**config.mk**
```make
export PLATFORM = sky130hd
export DESIGN_NAME = cp0_intc_flat
export DESIGN_NICKNAME = d
export VERILOG_FILES = /design/src/rtl/cp0_intc_if.sv /design/src/rtl/cp0_intc.sv /design/src/flat_wrapper.sv
export SDC_FILE = /design/constraint.sdc
export NUM_CORES = 1
export LEC_CHECK = 0
export ABC_AREA = 1
export CAP_MARGIN = 20
export CELL_PAD_IN_SITES_DETAIL_PLACEMENT = 1
export CELL_PAD_IN_SITES_GLOBAL_PLACEMENT = 1
export CORE_ASPECT_RATIO = 0.6
export CORE_MARGIN = 4
export CORE_UTILIZATION = 30
export CTS_BUF_LIST = sky130_fd_sc_hd__clkbuf_16
export DETAILED_ROUTE_END_ITERATION = 16
export PLACE_DENSITY = 0.95
export SLEW_MARGIN = 25
export SYNTH_ARGS = -nofsm -noshare
export SYNTH_HDL_FRONTEND = slang
export SYNTH_SLANG_ARGS = --single-unit
```
**constraint.sdc**
```tcl
create_clock -name clk -period 2.5 [get_ports clk]
set_input_delay 0.375 -clock clk [delete_from_list [all_inputs] [get_ports clk]]
set_output_delay 0.375 -clock clk [all_outputs]
set_load 0.01 [all_outputs]
```
**src/rtl/cp0_intc_if.sv**
```systemverilog
// Bus between cp0_intc and the core: mtc0/mfc0/eret decode, exception entry and interrupt lines.
// master = core/controller side, slave = cp0_intc.
interface cp0_intc_if #(
    parameter int N_HWINT = 6
);
    logic [29:0]        PC;
    logic [31:0]        Din;
    logic [N_HWINT-1:0] HWInt;
    logic [2:0]         Sel;
    logic               Wen;
    logic               ExcReq;
    logic [4:0]         ExcCode;
    logic               BD;
    logic               EXLClr;
    logic               IntReq;
    logic [29:0]        EPC;
    logic [31:0]        DOut;

    modport master (
        output PC, Din, HWInt, Sel, Wen, ExcReq, ExcCode, BD, EXLClr,
        input  IntReq, EPC, DOut
    );

    modport slave (
        input  PC, Din, HWInt, Sel, Wen, ExcReq, ExcCode, BD, EXLClr,
        output IntReq, EPC, DOut
    );
endinterface

```
**src/rtl/cp0_intc.sv**
```systemverilog
// Coprocessor 0: SR, Cause, EPC, PRID, exception entry and interrupt request.
// Optional Count/Compare timer enabled by defining CP0_TIMER_EN.
module cp0_intc #(
    parameter int          N_HWINT   = 6,
    parameter logic [31:0] PRID_VAL  = 32'h0000_4C01,
    parameter logic [29:0] EPC_RESET = 30'h0000_0C00
) (
    input logic       clk,
    input logic       reset,
    cp0_intc_if.slave bus
);
    typedef enum logic [2:0] {
        SEL_SR      = 3'd0,
        SEL_CAUSE   = 3'd1,
        SEL_EPC     = 3'd2,
        SEL_PRID    = 3'd3,
        SEL_COUNT   = 3'd4,
        SEL_COMPARE = 3'd5
    } sel_e;

    logic [5:0]  im_q, im_d;
    logic        exl_q, exl_d;
    logic        ie_q, ie_d;
    logic        bd_q, bd_d;
    logic [5:0]  ip_q, ip_d;
    logic [4:0]  exccode_q, exccode_d;
    logic [29:0] epc_q, epc_d;
    logic [5:0]  hw_ext;
    logic        ti;
    sel_e        sel;

    assign sel = sel_e'(bus.Sel);

    always_comb begin
        hw_ext = '0;
        hw_ext[N_HWINT-1:0] = bus.HWInt;
    end

`ifdef CP0_TIMER_EN
    logic [31:0] count_q, count_d;
    logic [31:0] compare_q, compare_d;
    logic        ti_q, ti_d;

    assign ti = ti_q;

    // Match uses the post-update Count; a Compare write in the same cycle clears TI regardless.
    always_comb begin
        count_d   = count_q + 32'd1;
        compare_d = compare_q;
        ti_d      = ti_q;
        if (bus.Wen && sel == SEL_COUNT) count_d = bus.Din;
        if (bus.Wen && sel == SEL_COMPARE) begin
            compare_d = bus.Din;
            ti_d      = 1'b0;
        end else if (count_d == compare_q && compare_q != '0) begin
            ti_d = 1'b1;
        end
    end

    always_ff @(posedge clk) begin
        if (reset) begin
            count_q   <= '0;
            compare_q <= '0;
            ti_q      <= 1'b0;
        end else begin
            count_q   <= count_d;
            compare_q <= compare_d;
            ti_q      <= ti_d;
        end
    end
`else
    logic unused_din;

    assign ti         = 1'b0;
    assign unused_din = ^{bus.Din[31:16], bus.Din[9:2]};
`endif

    // Later assignments override earlier ones: Wen < EXLClr < ExcReq.
    always_comb begin
        im_d      = im_q;
        exl_d     = exl_q;
        ie_d      = ie_q;
        bd_d      = bd_q;
        exccode_d = exccode_q;
        epc_d     = epc_q;
        ip_d      = hw_ext;
        ip_d[5]   = hw_ext[5] | ti;

        if (bus.Wen && sel == SEL_SR) begin
            im_d  = bus.Din[15:10];
            exl_d = bus.Din[1];
            ie_d  = bus.Din[0];
        end
        if (bus.Wen && sel == SEL_EPC) epc_d = bus.Din[31:2];
        if (bus.EXLClr) exl_d = 1'b0;
        if (bus.ExcReq) begin
            exl_d     = 1'b1;
            exccode_d = bus.ExcCode;
            epc_d     = epc_q;
            if (!exl_q) begin
                bd_d  = bus.BD;
                epc_d = bus.BD ? bus.PC - 30'd1 : bus.PC;
            end
        end
    end

    always_ff @(posedge clk) begin
        if (reset) begin
            im_q      <= '0;
            exl_q     <= 1'b0;
            ie_q      <= 1'b0;
            bd_q      <= 1'b0;
            ip_q      <= '0;
            exccode_q <= '0;
            epc_q     <= EPC_RESET;
        end else begin
            im_q      <= im_d;
            exl_q     <= exl_d;
            ie_q      <= ie_d;
            bd_q      <= bd_d;
            ip_q      <= ip_d;
            exccode_q <= exccode_d;
            epc_q     <= epc_d;
        end
    end

    assign bus.IntReq = (|(ip_q & im_q)) & ie_q & ~exl_q;
    assign bus.EPC    = epc_q;

    always_comb begin
        bus.DOut = '0;
        case (sel)
            SEL_SR:      bus.DOut = {16'b0, im_q, 8'b0, exl_q, ie_q};
            SEL_CAUSE:   bus.DOut = {bd_q, ti, 14'b0, ip_q, 3'b0, exccode_q, 2'b0};
            SEL_EPC:     bus.DOut = {epc_q, 2'b00};
            SEL_PRID:    bus.DOut = PRID_VAL;
`ifdef CP0_TIMER_EN
            SEL_COUNT:   bus.DOut = count_q;
            SEL_COMPARE: bus.DOut = compare_q;
`endif
            default:     bus.DOut = '0;
        endcase
    end
endmodule

```
**src/flat_wrapper.sv**
```systemverilog
// flat-port wrapper written by rule: the top's interface ports become plain ports
module cp0_intc_flat 
#(
    parameter int          N_HWINT   = 6,
    parameter logic [31:0] PRID_VAL  = 32'h0000_4C01,
    parameter logic [29:0] EPC_RESET = 30'h0000_0C00
)
  (clk, reset, bus_PC, bus_Din, bus_HWInt, bus_Sel, bus_Wen, bus_ExcReq, bus_ExcCode, bus_BD, bus_EXLClr, bus_IntReq, bus_EPC, bus_DOut);
  cp0_intc_if #(.N_HWINT(N_HWINT)) bus_i ();
  input logic clk;
  input logic reset;
  input wire logic [$bits(bus_i.PC)-1:0] bus_PC;
  input wire logic [$bits(bus_i.Din)-1:0] bus_Din;
  input wire logic [$bits(bus_i.HWInt)-1:0] bus_HWInt;
  input wire logic [$bits(bus_i.Sel)-1:0] bus_Sel;
  input wire logic [$bits(bus_i.Wen)-1:0] bus_Wen;
  input wire logic [$bits(bus_i.ExcReq)-1:0] bus_ExcReq;
  input wire logic [$bits(bus_i.ExcCode)-1:0] bus_ExcCode;
  input wire logic [$bits(bus_i.BD)-1:0] bus_BD;
  input wire logic [$bits(bus_i.EXLClr)-1:0] bus_EXLClr;
  output wire logic [$bits(bus_i.IntReq)-1:0] bus_IntReq;
  output wire logic [$bits(bus_i.EPC)-1:0] bus_EPC;
  output wire logic [$bits(bus_i.DOut)-1:0] bus_DOut;
  assign bus_i.PC = bus_PC;
  assign bus_i.Din = bus_Din;
  assign bus_i.HWInt = bus_HWInt;
  assign bus_i.Sel = bus_Sel;
  assign bus_i.Wen = bus_Wen;
  assign bus_i.ExcReq = bus_ExcReq;
  assign bus_i.ExcCode = bus_ExcCode;
  assign bus_i.BD = bus_BD;
  assign bus_i.EXLClr = bus_EXLClr;
  assign bus_IntReq = bus_i.IntReq;
  assign bus_EPC = bus_i.EPC;
  assign bus_DOut = bus_i.DOut;
  cp0_intc #(.N_HWINT(N_HWINT), .PRID_VAL(PRID_VAL), .EPC_RESET(EPC_RESET)) u_core (.clk(clk), .reset(reset), .bus(bus_i));
endmodule
```
==> results.ini, run 1 <==
[final_layout]
layout_common_cells=clkdlybuf4s50_1 (132), nor2_1 (105), nand2_1 (98)
multi_input_area_um2=1820
n_antenna_cell=0
layout_commonest_cell=clkdlybuf4s50_1
final_layout_size_suffix_gt1_share_pct=5.66
fill_cells=1317
finalNetCount=753
regArea_um2=1000
syn2layout_area_growth_pct=56.4

[synthesis]
synth_top_flop_cell=dfxtp_1
syn_avg_cell_area_um2=6.05
synth.yosys.seq_area_share_pct=31.4
yosysUniqueCellTypes=33
ys_ff_latch=50
yosys_warnings=0
netlist_area_um2=3190
synth_nets=610
syn_inst=527
async_flop_share_pct=0
synth_edf_count=0

[cts]
clk_path_buf_depth=2
ctsRootBufferMaster=clkbuf_16
clkSlewWorstSetupHoldPaths_ps=70
cts.sinks=50
cts_tree=built
cts_buffers=5
ctsHoldBuffers=0
cts_setup_buffers=0
clk_latency_ps=300
htree_levels=2

[routing]
wire_per_inst_um=17.5
drt_wl_total_mm=14.1
vias_per_cell=4.95
ant_nets=0
firstDrtPassIters=4
drc=0
drtIter0Drc=171
num_vias=3992

[floorplan]
die_x_um=141
core_um2=10100
die_h_um=87.9
io-pin-count=145
rows=28
die-area_um2=12400
start_util_pct=31.5

[sta]
finalSetupViolCount=0
rsz0062_at_grt=false
hold_viol_final=0
slew_violations=0
slew_headroom_pct=68.2
fin_skew_ps=6.52
fin_crit_ps=2430
period_share_pct=97.0
hold_slack_ps=480
timing.fmax_ghz=0.412
worst_pin_slew_ps=477

[grt]
overflow=0
grt_pass1_vias=4267
grtUsageMet3_pct=6.60
grt_pass1_wl_mm=22.3
grtUsageMet2_pct=39.7
grt_start_max_net_pins=43
top_usage_layer=met2
antenna_found_initial=0
grt_util_met1_pct=28.6
grt_usage_pct=22.8

[critical_path]
cp_cell_sequence=clkdlybuf4s50_1 -> inv_1 -> nand3_1 -> buf_4 -> o2111ai_1 -> clkdlybuf4s50_1
required_ps=2120
cp-end-kind=output pin
cp_slowest_stage_delay_ps=570
cp_common_cell=clkdlybuf4s50_1
critPathSlowestCell=clkdlybuf4s50_1
crit_arrival_ps=2050
cp-start-kind=input port
critical_path_peak_fanout=6
criticalPathCategory=in -> out

[run]
drv_cap=0

[outcome]
status=finished clean

[power]
p_total_mw=2.19
vdd_drop_max_mv=0.284
leakagePower_nw=2.10
power.density_nw_per_um2=440

[placement]
io_buffer_count=144
gp_congestion=0.902
dp.final_hpwl_mm=11.3

[hold_path]
hold_class=reg -> reg

worst max-delay path, delay by kind of cell:
kind | cells | cell delay (ps)
buffers and inverters | 4 | 1360
AOI/OAI and AO/OA | 1 | 190
and+or+nand+nor | 1 | 120
registers in the layout, indices dropped and copies added (netlist names):
register,count
u_core.bus.EPC,30
u_core.bd_q,1
u_core.exl_q,1
u_core.ip_q,6
u_core.exccode_q,5
u_core.im_q,6
u_core.ie_q,1
through the flow:
step	setup slack, ps	TNS [ps]	instances	utilization, %	area [um^2]
5_1_grt	0.571	0	806	49.3	4990
3_3_place_gp	-4.17	-11.7	798	47.8	4840
2_1_floorplan	908	0	527	-	3190
4_1_cts	35.1	0	806	49.2	4980
3_5_place_dp	-80.7	-963	798	47.8	4840
6_report	74.9	0	806	49.3	4990
what timing repair did:
action / 4_1_cts / 5_1_grt
cloned: 0 / 0
pin swaps: 0 / 1
gates resized for setup: 12 / 3
endpoints found under the setup margin: 26 / 11
cell type report:
| cell class | instances | share of cell area [%] |
|---|---|---|
| inverter | 76 | 5.75 |
| tap | 135 | 3.39 |
| clock inverter | 3 | 0.351 |
| multi-input combinational | 379 | 36.4 |
| timing repair buffer | 158 | 31.5 |
| sequential | 50 | 20.1 |
| clock buffer | 5 | 2.51 |
Yosys cell counts (5+ instances only):
library cell,instances,area [um^2]
clkbuf_1,11,41.3
a21oi_1,56,280
buf_2,6,30.0
o21ai_0,41,205
nand2_1,98,368
dfxtp_1,50,1000
a22o_1,5,43.8
or2_2,5,31.3
nor2_1,105,394
xor2_1,7,61.3
o211ai_1,5,37.5
nand3_1,24,120
inv_1,74,278
nand4_1,5,31.3
routing by layer:
| metal | share of wire (%) | wire (um) |
|---|---|---|
| met1 | 46 | 6450 |
| met5 | 0 | 0 |
| met4 | 0.94 | 133 |
| met3 | 8.3 | 1180 |
| met2 | 45 | 6370 |
logic make-up after synthesis:
logic type / count (synthesis) / share of synthesized area (%)
AND/OR/NAND/NOR: 248 / 32.5
AO/OA/AOI/OAI: 122 / 21.4
buffers and inverters: 98 / 12.1
flip-flops: 50 / 31.4
XOR/XNOR: 8 / 2.20
adder cells (fa/ha/maj): 1 / 0.392
final timing paths:
check / end / slack [ps] / cells past startpoint / startpoint
setup reg to reg: u_core.bus.EPC[11] / 1130 / 6 / u_core.exl_q
setup / recovery: bus_DOut[10] / 70 / 6 / bus_Sel[2]
hold reg to reg: u_core.im_q[1] / 480 / 2 / u_core.im_q[1]
hold / removal: u_core.im_q[1] / 480 / 2 / u_core.im_q[1]
power breakdown:
part	internal (mW)	leakage, nW	switching [mW]	total [mW]
clock network	0.369	0.0750	0.336	0.705
logic	0.299	1.61	0.293	0.591
registers	0.853	0.413	0.0447	0.898
Power figures use the tool's default switching activity.
==> run 2: changes to the inputs <==
- CTS_BUF_LIST: sky130_fd_sc_hd__clkbuf_16 -> sky130_fd_sc_hd__clkbuf_8
==> run 2 against run 1 <==
Fmax hardly changed; flip-flop and latch count stayed put; largest power group unchanged; sequential power hardly changed; die area stayed put.
==> results.ini, run 2 (same netlist as run 1, synthesis figures left out) <==
[outcome]
status=finished clean

[placement]
gp_congestion=0.902
io_buffer_count=144
post-place-cells=798
dp.final_hpwl_mm=11.3
place_area_um2=4840

[critical_path]
r2r_end=u_core.bus.EPC[11]
cp_slowest_stage_delay_ps=570
crit_arrival_ps=2050
cp-end-kind=output pin
criticalPathCategory=in -> out
ff2ff_path_depth=6
cp-start-kind=input port
critPathSlowestCell=clkdlybuf4s50_1
worstSetupStartpoint=bus_Sel[2]
cp_common_cell=clkdlybuf4s50_1
critical_path_peak_fanout=6
cp_cell_sequence=clkdlybuf4s50_1 -> inv_1 -> nand3_1 -> buf_4 -> o2111ai_1 -> clkdlybuf4s50_1
critical_path.endpoint=bus_DOut[10]
timing.rr.start=u_core.exl_q
regToRegSetupSlack_ps=1140
required_ps=2120

[sta]
period_share_pct=97.0
finalSetupViolCount=0
fin_crit_ps=2420
timing.fmax_ghz=0.412
fin_skew_ps=6.19
rsz0062_at_grt=false
hold_slack_ps=486
slew_headroom_pct=69.0
hold_viol_final=0
slew_violations=0
worst_pin_slew_ps=464

[final_layout]
largest_reg_flops=30
finalNetCount=753
fin_cells=806
layout_common_cells=clkdlybuf4s50_1 (132), nor2_1 (105), nand2_1 (98)
fill_cells=1325
final_layout_size_suffix_gt1_share_pct=5.66
fin_area_um2=4930
layout_commonest_cell=clkdlybuf4s50_1
n_antenna_cell=0
syn2layout_area_growth_pct=54.6
final_util_pct=48.7

[grt]
grt_pass1_vias=4267
grt_start_max_net_pins=43
overflow=0
antenna_found_initial=0
grt_pass1_wl_mm=22.2
grt_usage_pct=22.6

[cts]
cts.sinks=50
cts_tree=built
clk_latency_ps=310
clkSlewWorstSetupHoldPaths_ps=100
cts_buffers=5
htree_levels=2
clk_path_buf_depth=2
ctsRootBufferMaster=clkbuf_8
ctsHoldBuffers=0
cts_setup_buffers=0

[floorplan]
rows=28
die_x_um=141
start_util_pct=31.5
die-area_um2=12400
core_um2=10100
io-pin-count=145
die_h_um=87.9

[power]
leakagePower_nw=2.07
p_total_mw=1.99
power.density_nw_per_um2=404
vdd_drop_max_mv=0.237

[routing]
drtIter0Drc=160
vias_per_cell=4.98
wire_per_inst_um=17.4
ant_nets=0
num_vias=4010
drt_wl_total_mm=14.0
drc=0
firstDrtPassIters=4

[run]
drv_cap=0

[hold_path]
hold_class=reg -> reg

-- run 2: power breakdown --
part	switching (mW)	total, mW	internal (mW)
registers	0.0452	0.898	0.853
logic	0.292	0.591	0.299
clock network	0.308	0.503	0.195
-- run 2: layout make-up --
class	count	area, um^2	area share, %
multi-input cells	379	1820	36.8
clock buffers	5	68.8	1.40
well taps	135	169	3.43
repair buffers	158	1570	31.9
inverters	76	287	5.81
clock inverters	3	17.5	0.355
flip-flops and latches	50	1000	20.3
-- run 2: stage by stage --
step	TNS [ps]	worst slack, ps
global route	0	0.571
finish	0	75.6
CTS	0	35.1
floorplan	0	908
global placement	-11.7	-4.17
detailed placement	-963	-80.7
-- run 2: worst min-delay path by stage --
| stage | start | to | slack [ps] | cells after the start |
|---|---|---|---|---|
| 3_3_place_gp | u_core.exccode_q[1] | u_core.exccode_q[1] | 440 | 2 |
| 4_1_cts | u_core.im_q[0] | u_core.im_q[0] | 490 | 2 |
| 3_5_place_dp | u_core.im_q[0] | u_core.im_q[0] | 470 | 2 |
| 5_1_grt | u_core.im_q[1] | u_core.im_q[1] | 500 | 2 |
| 2_1_floorplan | u_core.exccode_q[1] | u_core.exccode_q[1] | 430 | 2 |
| 6_report | u_core.im_q[1] | u_core.im_q[1] | 490 | 2 |
-- run 2: layer usage --
layer	global-route usage [%]	wire length (um)
met5	0	0
met4	3.43	142
met3	6.55	1070
met2	39.3	6330
met1	28.6	6450
-- run 2: repair_timing --
item,CTS,global route
setup endpoints to repair,26,11
pin swaps,0,1
resized for setup,12,3
-- run 2: critical path: cells and delay by family --
kind / cells / cell delay (ps)
and+or+nand+nor: 1 / 120
AOI/OAI and AO/OA: 1 / 190
buffers and inverters: 4 / 1360
==> run 3: changes to the inputs <==
- SETUP_SLACK_MARGIN: not set -> 0.4
==> run 3 against run 2 <==
Wire length rose by 2.1%; via count increased by 1.2%; worst setup slack gained 330 ps; hold slack improved by 2.9 ps; critical endpoint is now u_core.bus.EPC[18]; sequential power about the same; flip-flop and latch count did not move; final cell count grew 0.99%; non-clock buffer count rose by 8; clock power about the same; final area grew 0.99%.
==> results.ini, run 3 (same netlist as run 1, synthesis figures left out) <==
[power]
leakagePower_nw=2.18
seqPwrFrac_pct=45.1
vdd_drop_max_mv=0.238
swShare_pct=32.6
p_sw_mw=0.649
clockPowerShare_pct=25.2
pwr-share-comb_pct=29.7
p_int_mw=1.34
power.density_nw_per_um2=400

[final_layout]
syn2layout_area_growth_pct=56.1
fin_cells=814
n_antenna_cell=0
layout_common_cells=clkdlybuf4s50_1 (108), nor2_1 (103), nand2_1 (98)
largest_reg_flops=30
final_layout_size_suffix_gt1_share_pct=8.39
finalNetCount=761
layout_commonest_cell=clkdlybuf4s50_1
fin_area_um2=4980

[floorplan]
die_x_um=141
start_util_pct=31.5
die-area_um2=12400
core_um2=10100
die_h_um=87.9
rows=28
io-pin-count=145

[sta]
worst_pin_slew_ps=482
tns_ps=0
postLayoutSetupSlackWorst_ps=402
fin_crit_ps=2100
finalSetupViolCount=0
period_share_pct=83.9
slew_violations=0
hold_viol_final=0
slew_headroom_pct=67.9
fin_skew_ps=7.65
hold_slack_ps=489
rsz0062_at_grt=true
timing.fmax_ghz=0.477

[cts]
htree_levels=2
cts_tree=built
cts_buffers=5
clkSlewWorstSetupHoldPaths_ps=100
clk_path_buf_depth=2
clk_latency_ps=310
ctsHoldBuffers=0
ctsRootBufferMaster=clkbuf_8
cts.sinks=50

[routing]
drtIter0Drc=150
met2_wirelength_mm=6.53
num_vias=4057
vias_per_cell=4.98
drc=0
firstDrtPassIters=4
ant_nets=0
dr_wl_met3_mm=1.17
drt_wl_total_mm=14.3
met1_length_mm=6.48
wire_per_inst_um=17.6
maxUsedRoutingLayer=met4

[outcome]
status=finished clean

[grt]
grt_pass1_vias=4300
antenna_found_initial=0
grt_start_max_net_pins=43
grt_usage_pct=22.8
grt_pass1_wl_mm=22.5
overflow=0

[placement]
dp.final_hpwl_mm=11.3
post-place-cells=798
gp_congestion=0.902
io_buffer_count=144
place_area_um2=4840
dp_slack_ps=-80.7

[critical_path]
cp_slowest_stage_delay_ps=470
timing.rr.start=u_core.exl_q
cp-end-kind=register
worstSetupStartpoint=bus_PC[0]
critPathSlowestCell=clkdlybuf4s50_1
critical_path_peak_fanout=4
cp_cell_sequence=clkdlybuf4s50_1 -> inv_1 -> ha_1 -> nand2_1 -> inv_2 -> nand2_1 -> nor2_2 -> nand2_1 -> nor2_4 -> nand2_1 -> nand2_1 -> nand3_1 -> nand2_1 -> a21oi_1
criticalPathCategory=in -> reg
r2r_end=u_core.bus.EPC[11]
cp-start-kind=input port
required_ps=2700
cp_common_cell=nand2_1
crit_arrival_ps=2300
regToRegSetupSlack_ps=1110
ff2ff_path_depth=6

[hold_path]
min_from=u_core.im_q[1]
hold_class=reg -> reg
whs_path_depth=2
hold_end=u_core.im_q[1]

[run]
drv_cap=0

run 3: cell count changes in the layout (fill, tap and decap cells not counted), sizes merged:
cell,delta
clkbuf,+5
dlygate4sd2,+7
buf,+8
dlymetal6s2s,+1
clkdlybuf4s15,+11
clkdlybuf4s50,-24
run 3: what timing repair did:
item	4_1_cts	5_1_grt
cloned	1	0
buffers inserted	4	3
pin swaps	1	3
setup endpoints to repair	34	31
resized for setup	38	34
run 3: how the worst max path moves through the flow:
stage	end	slack (ps)
CTS	bus_DOut[6]	290
global placement	bus_DOut[8]	-4
floorplan	bus_DOut[18]	910
detailed placement	bus_DOut[17]	-80
global route	u_core.bus.EPC[18]	250
finish	u_core.bus.EPC[18]	400
run 3: metal layers:
layer	global-route usage [%]	vias up
met4	3.69	0
met1	28.9	1909
li1	-	1989
met5	0	-
met3	6.66	8
met2	39.6	151
run 3: critical path: cells and delay by family:
kind | cells | cell delay, ps
AND/OR/NAND/NOR | 9 | 1030
adder cells (fa/ha/maj) | 1 | 150
AO/OA/AOI/OAI | 1 | 80
buffers and inverters | 3 | 680
run 3: cell type report:
| cell class | instances | area, um^2 |
|---|---|---|
| timing repair buffer | 166 | 1600 |
| inverter | 76 | 287 |
| fill | 1333 | 5140 |
| clock buffer | 5 | 68.8 |
| clock inverter | 3 | 17.5 |
| sequential | 50 | 1000 |
| multi-input combinational | 379 | 1840 |
| tap | 135 | 169 |
run 3: power by group through the flow:
| stage | clock, mW | combinational, mW | sequential, mW |
|---|---|---|---|
| floorplan | 0 | 0.226 | 0.919 |
| global placement | 0 | 0.573 | 0.912 |
| detailed placement | 0 | 0.593 | 0.915 |
| CTS | 0.525 | 0.591 | 0.898 |
| global route | 0.546 | 0.648 | 0.907 |
| finish | 0.502 | 0.592 | 0.899 |
run 3: metrics by stage:
step	power (mW)	util [%]
floorplan	1.15	-
global placement	1.48	47.8
detailed placement	1.51	47.8
CTS	2.02	48.7
global route	2.10	49.2
finish	1.99	49.2
==> RTL change (config.mk and constraints of run 2) <==
`N_HWINT` is set to 6 in 3 places; all go to 3.
--- a/src/rtl/cp0_intc_if.sv
+++ b/src/rtl/cp0_intc_if.sv
@@ -1,7 +1,7 @@
 // Bus between cp0_intc and the core: mtc0/mfc0/eret decode, exception entry and interrupt lines.
 // master = core/controller side, slave = cp0_intc.
 interface cp0_intc_if #(
-    parameter int N_HWINT = 6
+    parameter int N_HWINT = 3
 );
     logic [29:0]        PC;
     logic [31:0]        Din;
--- a/src/rtl/cp0_intc.sv
+++ b/src/rtl/cp0_intc.sv
@@ -1,7 +1,7 @@
 // Coprocessor 0: SR, Cause, EPC, PRID, exception entry and interrupt request.
 // Optional Count/Compare timer enabled by defining CP0_TIMER_EN.
 module cp0_intc #(
-    parameter int          N_HWINT   = 6,
+    parameter int          N_HWINT   = 3,
     parameter logic [31:0] PRID_VAL  = 32'h0000_4C01,
     parameter logic [29:0] EPC_RESET = 30'h0000_0C00
 ) (
--- a/src/flat_wrapper.sv
+++ b/src/flat_wrapper.sv
@@ -1,7 +1,7 @@
 // flat-port wrapper written by rule: the top's interface ports become plain ports
 module cp0_intc_flat 
 #(
-    parameter int          N_HWINT   = 6,
+    parameter int          N_HWINT   = 3,
     parameter logic [31:0] PRID_VAL  = 32'h0000_4C01,
     parameter logic [29:0] EPC_RESET = 30'h0000_0C00
 )
Ports: changed (resized bus_HWInt); port bits go from 145 to 142. No check against the original RTL was run, so the function may have changed too.
==> RTL change against run 2 <==
- setup slack lost 0.030 ns
- critical endpoint is now bus_DOut[4]
- power increased by 1.6%
- largest power group unchanged
- design area grew 0.81%
- clock power rose by 15%
- wire length fell by 0.72%
- register-to-register slack worse by 0.07 ns
- sequential cell count is 3 lower
- synthesized area increased by 2.6%
==> RTL change: results (changes against run 2) <==
global-route wire length before repair: 22.0 mm (was 22.2 mm)
Initial DRC Count: 141 (was 160)
post-synthesis cell count: 529 (was 527)
crit path DAT: 2.08 ns (was 2.05 ns)
total wire length: 13.9 mm (was 14.0 mm)
hold_sp: u_core.exccode_q[1]$_SDFFE_PP0P_ (was u_core.im_q[1]$_SDFFE_PP0P_)
Synth top cells by count: nand2_1, nor2_1, inv_1, a21oi_1, dfxtp_1 (was nor2_1, nand2_1, inv_1, a21oi_1, dfxtp_1)
post-CTS sizing: 0 (was 12)
Cell Pwr Density: 407 mW/mm² (was 404 mW/mm²)
share of cells above drive strength 1: 9.46% (was 5.66%)
Placement Setup Slack: 0.00515 ns (was -0.0807 ns)
total track usage: 22.0% (was 22.6%)
Worst Hold End: u_core.exccode_q[1]$_SDFFE_PP0P_ (was u_core.im_q[1]$_SDFFE_PP0P_)
R2R setup slack: 1.07 ns (was 1.14 ns)
PortBufs: 141 (was 144)
clock power share: 28.7% (was 25.2%)
Max stage delay on crit path: 0.54 ns (was 0.57 ns)
relative slew slack: 70.1% (was 69.0%)
cells on worst reg2reg path: 5 (was 6)
ranking of synthesized cells by area: dfxtp_1, nand2_1, nor2_1 (was dfxtp_1, nor2_1, nand2_1)
clk_skew: 0.00783 ns (was 0.00619 ns)
Hold WS: 0.469 ns (was 0.486 ns)
Yosys cell types: 37 (was 33)
VDD IR max: 0.000251 V (was 0.000237 V)
Power Total: 0.00202 W (was 0.00199 W)
critical path fanouts, max: 7 (was 6)
via count: 3,996 (was 4,010)
status: completed (unchanged)
Pint: 0.00139 W (was 0.00135 W)
Mapped Nets: 609 (was 610)
DP HPWL: 11.4 mm (was 11.3 mm)
Leak: 2.17 nW (was 2.07 nW)
fillers: 1,380 (was 1,325)
vias in the first global route: 4,311 (was 4,267)
largest net degree at the start of global routing: 44 (was 43)
Reg-to-Reg End: u_core.bus.EPC[6]$_SDFFE_PP0P_ (was u_core.bus.EPC[11]$_SDFFE_PP1P_)
[RTL change: changes by cell type after synthesis, sizes merged, moves of 4 or more]
cell / change
nand2: +9
buf: +4
clkbuf: -4
nand3: +4
[RTL change: cell type report]
class	instances	area share [%]
Clock inverter	3	0.881
Sequential cell	47	18.9
Multi-Input combinational cell	385	39.0
Tap cell	139	3.50
Clock buffer	5	1.38
Inverter	75	5.76
Timing Repair Buffer	151	30.5
[RTL change: worst max path at each step]
| stage | endpoint | slack (ns) | cells after the start |
|---|---|---|---|
| finish | bus_DOut[4] | 0.05 | 7 |
| global route | bus_DOut[4] | -0.007 | 7 |
| CTS | bus_DOut[23] | 0.001 | 6 |
| detailed placement | bus_DOut[10] | 0.005 | 6 |
| global placement | bus_DOut[15] | 0.09 | 5 |
| floorplan | bus_DOut[18] | 0.83 | 7 |
[RTL change: kinds of logic (layout without fill, tap and decap cells)]
kind of cell | after synthesis | after routing | share of synthesized area (%)
simple gates | 263 | 263 | 36.7
compound gates | 114 | 114 | 20.1
buf+inv | 97 | 234 | 12.2
flops | 47 | 47 | 28.8
xor+xnor | 7 | 7 | 1.87
fa+ha+maj | 1 | 1 | 0.382
[RTL change: metal layers]
layer  vias up  routed length [µm]  global-route usage (%)
met5         -                   0                       0
met4         0                  79                    2.85
met3         9                 804                    5.29
met2       116                6670                    40.1
met1      1911                6330                    27.4
li1       1960                   -                       -
[RTL change: worst register-to-register path, stage by stage (launching register included)]
cell and delay [ns]:
dfxtp_1 0.34, nor2_1 0.29, a31oi_4 0.08, inv_2 0.33, o211ai_1 0.18, a21oi_1 0.15
